**config.mk**
```make
export PLATFORM = sky130hd
export DESIGN_NAME = cluster_tile_pwr_seq_flat
export DESIGN_NICKNAME = d
export VERILOG_FILES = /design/src/rtl/cluster_tile_pwr_seq_pkg.sv /design/src/rtl/cluster_tile_pwr_seq_if.sv /design/src/rtl/cluster_tile_pwr_seq.sv /design/src/flat_wrapper.sv
export SDC_FILE = /design/constraint.sdc
export NUM_CORES = 1
export LEC_CHECK = 0
export CORE_UTILIZATION = 36
export DETAILED_ROUTE_END_ITERATION = 8
export RECOVER_POWER = 25
export SYNTH_ARGS = -nofsm -noshare
export SYNTH_HDL_FRONTEND = slang
export SYNTH_SLANG_ARGS = --single-unit
```
**constraint.sdc**
```tcl
create_clock -name clk_i -period 2.3 [get_ports clk_i]
set_input_delay 0.46 -clock clk_i [delete_from_list [all_inputs] [get_ports clk_i]]
set_output_delay 0.46 -clock clk_i [all_outputs]
set_load 0.03 [all_outputs]
```
**src/rtl/cluster_tile_pwr_seq_pkg.sv**
```systemverilog
// ----------------------------------------------------------------------------
// cluster_tile_pwr_seq_pkg
//
// Shared definitions for the cluster tile clock/reset sequencer: the FSM state
// codes, the per-state tile output encoding and a small helper for sizing the
// sequencer counters. The SoC control-register block and verification
// collateral import this package so that all agree on the state codes
// exposed on the debug port.
// ----------------------------------------------------------------------------
package cluster_tile_pwr_seq_pkg;

    localparam int StateWidth = 3;

    localparam logic [StateWidth-1:0] ST_OFF      = 3'd0;
    localparam logic [StateWidth-1:0] ST_PU_HOLD  = 3'd1;
    localparam logic [StateWidth-1:0] ST_ON       = 3'd2;
    localparam logic [StateWidth-1:0] ST_PD_DRAIN = 3'd3;
    localparam logic [StateWidth-1:0] ST_PD_RST   = 3'd4;
    localparam logic [StateWidth-1:0] ST_PD_GATE  = 3'd5;

    // Registered tile-facing outputs, one bundle per state.
    typedef struct packed {
        logic clk_en;  // tile clock-gate enable
        logic rst_n;   // tile reset, active-low
        logic on;      // tile fully powered and out of reset
        logic busy;    // a sequence is in progress
    } tile_out_t;

    // Output encoding per state. Unknown codes map to the safe OFF encoding
    // (clock gated, reset held).
    function automatic tile_out_t state_outputs(input logic [StateWidth-1:0] st);
        tile_out_t o;
        o = '0;
        case (st)
            ST_OFF:      o = '{clk_en: 1'b0, rst_n: 1'b0, on: 1'b0, busy: 1'b0};
            ST_PU_HOLD:  o = '{clk_en: 1'b1, rst_n: 1'b0, on: 1'b0, busy: 1'b1};
            ST_ON:       o = '{clk_en: 1'b1, rst_n: 1'b1, on: 1'b1, busy: 1'b0};
            ST_PD_DRAIN: o = '{clk_en: 1'b1, rst_n: 1'b1, on: 1'b1, busy: 1'b1};
            ST_PD_RST:   o = '{clk_en: 1'b1, rst_n: 1'b0, on: 1'b0, busy: 1'b1};
            ST_PD_GATE:  o = '{clk_en: 1'b0, rst_n: 1'b0, on: 1'b0, busy: 1'b1};
            default:     o = '0;
        endcase
        return o;
    endfunction

    function automatic int max3(input int a, input int b, input int c);
        int m;
        m = (a > b) ? a : b;
        return (m > c) ? m : c;
    endfunction

endpackage

```
**src/rtl/cluster_tile_pwr_seq_if.sv**
```systemverilog
// ----------------------------------------------------------------------------
// cluster_tile_pwr_seq_if
//
// Command channel from the SoC control registers to the tile sequencer.
//   cmd_valid : command present (driven by master)
//   cmd_on    : requested tile state, 1 = on, 0 = off (driven by master)
//   cmd_ready : sequencer can take a command (driven by slave)
//
// Handshake: a command transfers on a clock edge where cmd_valid && cmd_ready.
// Once cmd_valid is raised the master holds it and cmd_on stable until the
// transfer; cmd_ready may depend combinationally on slave state but never on
// cmd_valid.
// ----------------------------------------------------------------------------
interface cluster_tile_pwr_seq_if;
    logic cmd_valid;
    logic cmd_ready;
    logic cmd_on;

    modport master (output cmd_valid, output cmd_on, input cmd_ready);
    modport slave  (input cmd_valid, input cmd_on, output cmd_ready);
endinterface

```
**src/rtl/cluster_tile_pwr_seq.sv**
```systemverilog
// ----------------------------------------------------------------------------
// cluster_tile_pwr_seq
//
// Clock-enable and reset sequencer for one cluster tile. Power-up runs the
// tile clock with reset held for RstHoldCycles, then releases reset.
// Power-down waits for IdleStableCycles consecutive idle cycles (or a forced
// drain timeout), holds reset with the clock running for RstHoldCycles,
// gates the clock for one cycle and settles in OFF.
//
// Ports:
//   clk_i, rst_i    : clock, synchronous active-high reset
//   cmd             : command channel (slave modport), see the interface
//   idle_i          : tile quiescent, only looked at while draining
//   tile_clk_en_o   : tile clock-gate enable
//   tile_rst_no     : tile reset, active-low
//   tile_on_o       : tile fully powered and out of reset
//   busy_o          : sequence in progress
//   done_o          : one-cycle pulse when a sequence completes
//   timeout_o       : sticky drain-timeout flag
//   timeout_clr_i   : clears timeout_o (a same-cycle set wins)
//   state_o         : current FSM state code (debug)
// ----------------------------------------------------------------------------
module cluster_tile_pwr_seq
    import cluster_tile_pwr_seq_pkg::*;
#(
    parameter int RstHoldCycles    = 4,
    parameter int IdleStableCycles = 8,
    parameter int DrainTimeout     = 1024
) (
    input  logic                        clk_i,
    input  logic                        rst_i,
    cluster_tile_pwr_seq_if.slave       cmd,
    input  logic                        idle_i,
    output logic                        tile_clk_en_o,
    output logic                        tile_rst_no,
    output logic                        tile_on_o,
    output logic                        busy_o,
    output logic                        done_o,
    output logic                        timeout_o,
    input  logic                        timeout_clr_i,
    output logic [StateWidth-1:0]       state_o
);

    localparam int CntWidth = $clog2(max3(RstHoldCycles, IdleStableCycles, DrainTimeout) + 1);

    // Terminal values: a counter equal to N-1 in the current cycle means this
    // is the N-th cycle of the phase.
    localparam logic [CntWidth-1:0] HoldLast = CntWidth'(RstHoldCycles - 1);
    localparam logic [CntWidth-1:0] IdleLast = CntWidth'(IdleStableCycles - 1);
    localparam logic [CntWidth-1:0] TmoLast  = CntWidth'(DrainTimeout - 1);
    localparam logic [CntWidth-1:0] CntMax   = '1;

    logic [StateWidth-1:0] state_q, state_d;
    // Shared phase counter: reset-hold length in PU_HOLD / PD_RST, drain
    // timeout in PD_DRAIN. The phases never overlap.
    logic [CntWidth-1:0]   cnt_q, cnt_d;
    logic [CntWidth-1:0]   idle_cnt_q, idle_cnt_d;
    logic                  done_q, done_d;
    logic                  timeout_q, timeout_d;
    tile_out_t             out_q, out_d;

    logic                  cmd_ready;
    logic                  cmd_accept;
    logic                  tmo_set;
    logic [CntWidth-1:0]   cnt_inc;
    logic [CntWidth-1:0]   idle_cnt_inc;

    assign cmd_ready     = (state_q == ST_OFF) || (state_q == ST_ON);
    assign cmd.cmd_ready = cmd_ready;
    assign cmd_accept    = cmd.cmd_valid && cmd_ready;

    // Saturating increments.
    assign cnt_inc      = (cnt_q == CntMax) ? cnt_q : cnt_q + CntWidth'(1);
    assign idle_cnt_inc = (idle_cnt_q == CntMax) ? idle_cnt_q : idle_cnt_q + CntWidth'(1);

    always_comb begin
        state_d    = state_q;
        cnt_d      = cnt_q;
        idle_cnt_d = idle_cnt_q;
        done_d     = 1'b0;
        tmo_set    = 1'b0;

        case (state_q)
            ST_OFF: begin
                if (cmd_accept && cmd.cmd_on) begin
                    state_d = ST_PU_HOLD;
                    cnt_d   = '0;
                end
            end
            ST_PU_HOLD: begin
                if (cnt_q == HoldLast) begin
                    state_d = ST_ON;
                    done_d  = 1'b1;
                end else begin
                    cnt_d = cnt_inc;
                end
            end
            ST_ON: begin
                if (cmd_accept && !cmd.cmd_on) begin
                    state_d    = ST_PD_DRAIN;
                    cnt_d      = '0;
                    idle_cnt_d = '0;
                end
            end
            ST_PD_DRAIN: begin
                cnt_d      = cnt_inc;
                idle_cnt_d = idle_i ? idle_cnt_inc : '0;
                // Idle completion is checked first so it wins a tie with
                // the timeout and leaves the timeout flag untouched.
                if (idle_i && (idle_cnt_q == IdleLast)) begin
                    state_d = ST_PD_RST;
                    cnt_d   = '0;
                end else if (cnt_q == TmoLast) begin
                    state_d = ST_PD_RST;
                    cnt_d   = '0;
                    tmo_set = 1'b1;
                end
            end
            ST_PD_RST: begin
                if (cnt_q == HoldLast) begin
                    state_d = ST_PD_GATE;
                end else begin
                    cnt_d = cnt_inc;
                end
            end
            ST_PD_GATE: begin
                state_d = ST_OFF;
                done_d  = 1'b1;
            end
            default: begin
                state_d = ST_OFF;
            end
        endcase

        if (tmo_set) begin
            timeout_d = 1'b1;
        end else if (timeout_clr_i) begin
            timeout_d = 1'b0;
        end else begin
            timeout_d = timeout_q;
        end

        // Outputs are registered from the next state so they change on the
        // same edge as the state itself.
        out_d = state_outputs(state_d);
    end

    always_ff @(posedge clk_i) begin
        if (rst_i) begin
            state_q    <= ST_OFF;
            cnt_q      <= '0;
            idle_cnt_q <= '0;
            done_q     <= 1'b0;
            timeout_q  <= 1'b0;
            out_q      <= '0;
        end else begin
            state_q    <= state_d;
            cnt_q      <= cnt_d;
            idle_cnt_q <= idle_cnt_d;
            done_q     <= done_d;
            timeout_q  <= timeout_d;
            out_q      <= out_d;
        end
    end

    assign tile_clk_en_o = out_q.clk_en;
    assign tile_rst_no   = out_q.rst_n;
    assign tile_on_o     = out_q.on;
    assign busy_o        = out_q.busy;
    assign done_o        = done_q;
    assign timeout_o     = timeout_q;
    assign state_o       = state_q;

endmodule

```
**src/flat_wrapper.sv**
```systemverilog
// flat-port wrapper written by rule: the top's interface ports become plain ports
module cluster_tile_pwr_seq_flat import cluster_tile_pwr_seq_pkg::*;
#(
    parameter int RstHoldCycles    = 4,
    parameter int IdleStableCycles = 8,
    parameter int DrainTimeout     = 1024
)
  (clk_i, rst_i, idle_i, tile_clk_en_o, tile_rst_no, tile_on_o, busy_o, done_o, timeout_o, timeout_clr_i, state_o, cmd_cmd_valid, cmd_cmd_on, cmd_cmd_ready);
  cluster_tile_pwr_seq_if cmd_i ();
  input  logic clk_i;
  input  logic rst_i;
  input  logic idle_i;
  output logic tile_clk_en_o;
  output logic tile_rst_no;
  output logic tile_on_o;
  output logic busy_o;
  output logic done_o;
  output logic timeout_o;
  input  logic timeout_clr_i;
  output logic [StateWidth-1:0] state_o;
  input wire logic [$bits(cmd_i.cmd_valid)-1:0] cmd_cmd_valid;
  input wire logic [$bits(cmd_i.cmd_on)-1:0] cmd_cmd_on;
  output wire logic [$bits(cmd_i.cmd_ready)-1:0] cmd_cmd_ready;
  assign cmd_i.cmd_valid = cmd_cmd_valid;
  assign cmd_i.cmd_on = cmd_cmd_on;
  assign cmd_cmd_ready = cmd_i.cmd_ready;
  cluster_tile_pwr_seq #(.RstHoldCycles(RstHoldCycles), .IdleStableCycles(IdleStableCycles), .DrainTimeout(DrainTimeout)) u_core (.clk_i(clk_i), .rst_i(rst_i), .cmd(cmd_i), .idle_i(idle_i), .tile_clk_en_o(tile_clk_en_o), .tile_rst_no(tile_rst_no), .tile_on_o(tile_on_o), .busy_o(busy_o), .done_o(done_o), .timeout_o(timeout_o), .timeout_clr_i(timeout_clr_i), .state_o(state_o));
endmodule
```
==> results_dict.tcl, run 1 <==
set metrics [dict create \
    outcome "finished, violations left" \
    violations "design-rule violations" \
    cts_hold_buf 0 \
    dpl-instance-area_mm2 0.00200 \
    synth-seq-cells 30 \
    postCtsSetupBuffers 0 \
    grt_pass1_wl_mm 6.76 \
    power_mw 1.09 \
    netlist.area_leader.share_pct 35.1 \
    yosysMostFrequentCell "dfxtp_1" \
    grt_max_degree 17 \
    start_util_pct 38.2 \
    yosysSeqAreaShare_pct 35.1 \
    worst_pin_slew_ns 0.541 \
    clk_root_buffer_cell "clkbuf_8" \
    drt_wl_total_mm 3.83 \
    synth_common_cells "dfxtp_1 (30), nor2_1 (23), a21oi_1 (21), nand2_1 (15), o31ai_1 (8)" \
    drc 8 \
    grt_overflow_total 0 \
    detail_route.iter0.violations 184 \
    avgViaCountPerCell 5.64 \
    wl_per_cell_um 13.5 \
    vias 1602 \
    place_ws_ns -0.0628 \
    fin_util_pct 46.4 \
    syn2layout_area_growth_pct 21.5 \
    place.port_buffers 15 \
    comb_power_share_pct 10.5 \
    die_y_um 70.9 \
    fin_area_mm2 0.00208 \
    cp.buffers_inverters 1 \
    seqPwrFrac_pct 49.0 \
    final.min_clock_period_ns 2.18 \
    hold_viol 0 \
    slew-limit-headroom_pct 63.9 \
    synth.distinct_cells 49 \
    worstSkewPairLatency_ns 0.28 \
    synth_ff_type "dfxtp_1" \
    clk_pin_slew_ns 0.06 \
    clk_path_buf_depth 2 \
    cp_max_fo 14 \
    antenna_found_initial 0 \
    synth_warnings 0 \
    synth.avg_cell_area_um2 8.47 \
    arrival_ns 1.72 \
    switchingPower_mw 0.271 \
    synth_edf_count 0 \
    dieArea_mm2 0.00503 \
    tns_ns 0 \
    crit_path_start_kind "register" \
    critPathSlowestCell "clkdlybuf4s50_1" \
    cts_tree "done" \
    drtPass1Iterations 6 \
    path_class "register to output port" \
    slowest_delay_ns 0.78 \
    coreArea_mm2 0.00447 \
    cp-end-kind "output port" \
    dp_hpwl_mm 2.76 \
    fmax_mhz 459 \
    htree_levels 2 \
    first_global_vias 1488 \
    maxCapViolCount 0 \
    power.leakage_nw 0.721 \
    slew_viol_final 0 \
    nNetsFinal 239 \
    crit_family "buffers and inverters" \
    finalClockSkew_ns 0.00719 \
    drive_above_1_share_pct 13.8 \
    period_share_pct 94.7 \
    finalWeightedCongestion 0.828 \
    powerDensity_mw_per_mm2 525 \
    cts_buffers 5 \
    rows 24 \
    ir_drop_mv 0.236 \
    ant_nets 0 \
    netlist_area_mm2 0.00171 \
    rsz0062_at_grt "no" \
    cts_sinks 30 \
    fin_ws_ns 0.122 \
    synth_cells 202 \
    cts_resized 0 \
    grtUsageTotal_pct 16.9 \
    syn-num-nets 210 \
    clkPwrFrac_pct 40.5 \
    synth.area.top_cells "dfxtp_1 (35%), a21oi_1 (6.1%), nor2_1 (5.0%)" \
    final-setup-viol-count 0 \
    diodes 0 \
    crit_required_ns 1.84 \
    crit_chain "clkdlybuf4s50_1" \
    fp.dieW_um 70.9 \
    synthArstFlopShare_pct 0 \
    synth_area_leader_cell "dfxtp_1" \
    worstHoldPathType "register to register" \
    swShare_pct 24.9 \
    p_int_mw 0.819 \
    ios 16 \
]
layout make-up:
type / count / area, um^2
fillers: 438 / 2400
clock buffers: 7 / 86.3
clock inverters: 1 / 5.00
well taps: 52 / 65.1
flip-flops and latches: 30 / 601
multi-input cells: 157 / 1030
repair buffers: 31 / 267
inverters: 6 / 22.5
power groups by stage:
stage / Clock [mW] / Combinational [mW] / Sequential [mW]
after global placement: 0 / 0.114 / 0.546
final: 0.442 / 0.114 / 0.534
after detailed placement: 0 / 0.115 / 0.546
after global routing: 0.473 / 0.125 / 0.535
after floorplan: 0 / 0.0670 / 0.550
after CTS: 0.455 / 0.116 / 0.535
metrics by stage:
step                      cells  hold slack (ns)
after floorplan             202            0.451
after global placement      276            0.478
after detailed placement    276            0.487
after CTS                   284            0.502
after global routing        284            0.534
final                       284            0.513
cells by family (layout without fill, tap and decap cells):
family	after synthesis	in the layout	share of synthesized area [%]
muxes	4	4	2.49
DFF	30	30	35.1
and+or+nand+nor	89	89	30.4
buffers and inverters	15	45	4.17
xor gates and xnor gates	5	5	2.56
adders and majority gates	2	2	1.46
AOI/OAI and AO/OA	57	57	23.8
flip-flops by register name, summed over array words and instances (netlist names):
| signal | flops |
|---|---|
| u_core.timeout_o | 1 |
| u_core.idle_cnt_q | 11 |
| u_core.cnt_q | 11 |
| u_core.busy_o | 1 |
| u_core.done_o | 1 |
| u_core.tile_clk_en_o | 1 |
| u_core.state_o | 3 |
| u_core.tile_rst_no | 1 |
final timing paths:
check,endpoint,startpoint,depth (start not counted),slack (ns)
min reg2reg,u_core.idle_cnt_q[10],u_core.idle_cnt_q[10],2,0.51
max,state_o[0],u_core.state_o[0],1,0.12
min,u_core.idle_cnt_q[10],u_core.idle_cnt_q[10],2,0.51
max reg2reg,u_core.cnt_q[0],u_core.cnt_q[2],6,0.31
per-layer routing:
layer	up-vias	GRT usage (%)	share of wire, %
li1	807	-	-
met1	756	22.3	49
met2	34	26.6	45
met3	5	4.42	4.3
met4	0	6.44	1.5
met5	-	0	0
cells in the final DEF (no fill, tap or decap), types with 5 or more instances in the layout:
cell type,instances
nand3_1,6
and3_1,5
clkbuf_8,6
o31ai_1,8
nor2_1,23
dfxtp_1,30
buf_4,15
a21oi_1,21
nand2_1,15
or4_1,6
clkdlybuf4s50_1,11
inv_1,5
(Power assumes the default switching activity.)
==> run 2, diff against run 1 <==
--- a/config.mk
+++ b/config.mk
@@ -5,8 +5,9 @@
 export SDC_FILE = /design/constraint.sdc
 export NUM_CORES = 1
 export LEC_CHECK = 0
-export CORE_UTILIZATION = 36
+export CORE_UTILIZATION = 45
 export DETAILED_ROUTE_END_ITERATION = 8
+export PLACE_DENSITY = 0.65
 export RECOVER_POWER = 25
 export SYNTH_ARGS = -nofsm -noshare
 export SYNTH_HDL_FRONTEND = slang
==> results_dict.tcl, run 2 (synthesis gave the netlist of run 1 again) <==
set metrics [dict create \
    crit_path_start_kind "register" \
    cp-end-kind "output port" \
    detail_route.iter0.violations 101 \
    slew_viol_final 0 \
    r2r_end "u_core.cnt_q[5]" \
    ant_nets 0 \
    outcome "completed" \
    maxCapViolCount 0 \
    rows 22 \
    r2r-start "u_core.state_o[2]" \
    most-common-layout-cells "dfxtp_1 (30), nor2_1 (23), a21oi_1 (21), buf_4 (18), nand2_1 (15)" \
    syn2layout_area_growth_pct 22.9 \
    hold_viol 0 \
    fp.dieW_um 63.7 \
    coreArea_mm2 0.00366 \
    worstHoldPathType "register to register" \
    clk_root_buffer_cell "clkbuf_8" \
    postCtsSetupBuffers 0 \
    final-setup-viol-count 0 \
    holdCritStartpoint "u_core.idle_cnt_q[10]" \
    tns_ns 0 \
    r2r_cells 5 \
    fin_area_mm2 0.00210 \
    first_global_vias 1536 \
    cts_resized 0 \
    holdPathStages 2 \
    nNetsFinal 242 \
    avgViaCountPerCell 5.65 \
    drive_above_1_share_pct 15.3 \
    dpl-instance-area_mm2 0.00201 \
    drtPass1Iterations 4 \
    drt_wl_total_mm 3.92 \
    start_util_pct 46.7 \
    powerDensity_mw_per_mm2 516 \
    final_common_cell "dfxtp_1" \
    final.min_clock_period_ns 2.19 \
    finalWeightedCongestion 0.808 \
    worstSkewPairLatency_ns 0.28 \
    p_int_mw 0.823 \
    slew-limit-headroom_pct 63.5 \
    die_y_um 63.7 \
    drc 0 \
    cts_hold_buf 0 \
    fmax_mhz 458 \
    clk_path_buf_depth 2 \
    comb_power_share_pct 10.9 \
    r2r_setup_slack_ns 0.27 \
    arrival_ns 1.73 \
    htree_levels 2 \
    diodes 0 \
    ios 16 \
    clk_pin_slew_ns 0.07 \
    grt_overflow_total 0 \
    startpoint "u_core.state_o[2]" \
    cts_tree "done" \
    dp_hpwl_mm 2.93 \
    critical_path.endpoint "state_o[2]" \
    antenna_found_initial 0 \
    period_share_pct 95.0 \
    finalClockSkew_ns 0.00792 \
    seqPwrFrac_pct 49.3 \
    path_class "register to output port" \
    worst_pin_slew_ns 0.546 \
    place.port_buffers 15 \
    grt_max_degree 17 \
    grt_pass1_wl_mm 6.68 \
    wl_per_cell_um 13.9 \
    vias 1599 \
    swShare_pct 24.2 \
    cts_buffers 5 \
    switchingPower_mw 0.263 \
    nFillCells 321 \
    crit_required_ns 1.84 \
    clkPwrFrac_pct 39.8 \
    ir_drop_mv 0.429 \
    power.leakage_nw 0.738 \
    cp_max_fo 13 \
    cts_sinks 30 \
    dieArea_mm2 0.00405 \
    grtUsageTotal_pct 21.0 \
    rsz0062_at_grt "no" \
]
-- run 2: how the worst min path moves through the flow --
stage	slack, ns	endpoint
after floorplan	0.45	u_core.idle_cnt_q[10]
after global placement	0.48	u_core.idle_cnt_q[10]
after detailed placement	0.49	u_core.idle_cnt_q[10]
after CTS	0.51	u_core.idle_cnt_q[10]
after global routing	0.54	u_core.cnt_q[1]
final	0.51	u_core.idle_cnt_q[10]
-- run 2: per-layer routing --
layer / GRT usage, % / wire length [um] / share of wire [%] / up-vias
met3: 4.89 / 118 / 3.0 / 6
met1: 26.9 / 1920 / 49 / 751
met4: 7.10 / 45 / 1.1 / 0
met2: 34.3 / 1840 / 47 / 25
met5: 0 / 0 / 0 / -
li1: - / - / - / 817
-- run 2: final cells by class --
cell class	count	area, um^2	area share [%]
clock buffer	7	86.3	4.11
timing repair buffer	34	289	13.7
sequential	30	601	28.6
tap	48	60.1	2.86
clock inverter	1	5.00	0.238
multi-input combinational	157	1040	49.4
inverter	6	22.5	1.07
-- run 2: stage by stage --
stage | setup WS, ns | hold slack (ns) | util, % | power (mW) | cells
6_report | 0.115 | 0.508 | 57.4 | 1.09 | 283
5_1_grt | 0.0322 | 0.541 | 57.4 | 1.13 | 283
3_5_place_dp | -0.0893 | 0.488 | 55.0 | 0.665 | 275
3_3_place_gp | -0.0169 | 0.475 | 55.0 | 0.663 | 275
2_1_floorplan | 0.347 | 0.451 | - | 0.617 | 202
4_1_cts | 0.111 | 0.506 | 57.5 | 1.09 | 283
-- run 2: power by group through the flow --
stage               Clock, mW  Combinational [mW]  Sequential (mW)
floorplan                   0              0.0670            0.550
global placement            0               0.117            0.546
detailed placement          0               0.119            0.547
CTS                     0.440               0.119            0.535
global route            0.469               0.128            0.536
finish                  0.432               0.119            0.535
-- run 2: critical path: stages (launching register included) --
cell and delay, ns:
dfxtp_1 0.57, buf_4 0.21, clkdlybuf4s50_1 0.67
==> run 3, diff against run 2 <==
--- a/config.mk
+++ b/config.mk
@@ -5,6 +5,7 @@
 export SDC_FILE = /design/constraint.sdc
 export NUM_CORES = 1
 export LEC_CHECK = 0
+export CORE_MARGIN = 1
 export CORE_UTILIZATION = 45
 export DETAILED_ROUTE_END_ITERATION = 8
 export PLACE_DENSITY = 0.65
==> results of run 3 <==
The final DEF is identical to that of run 2; final timing and power are the same.
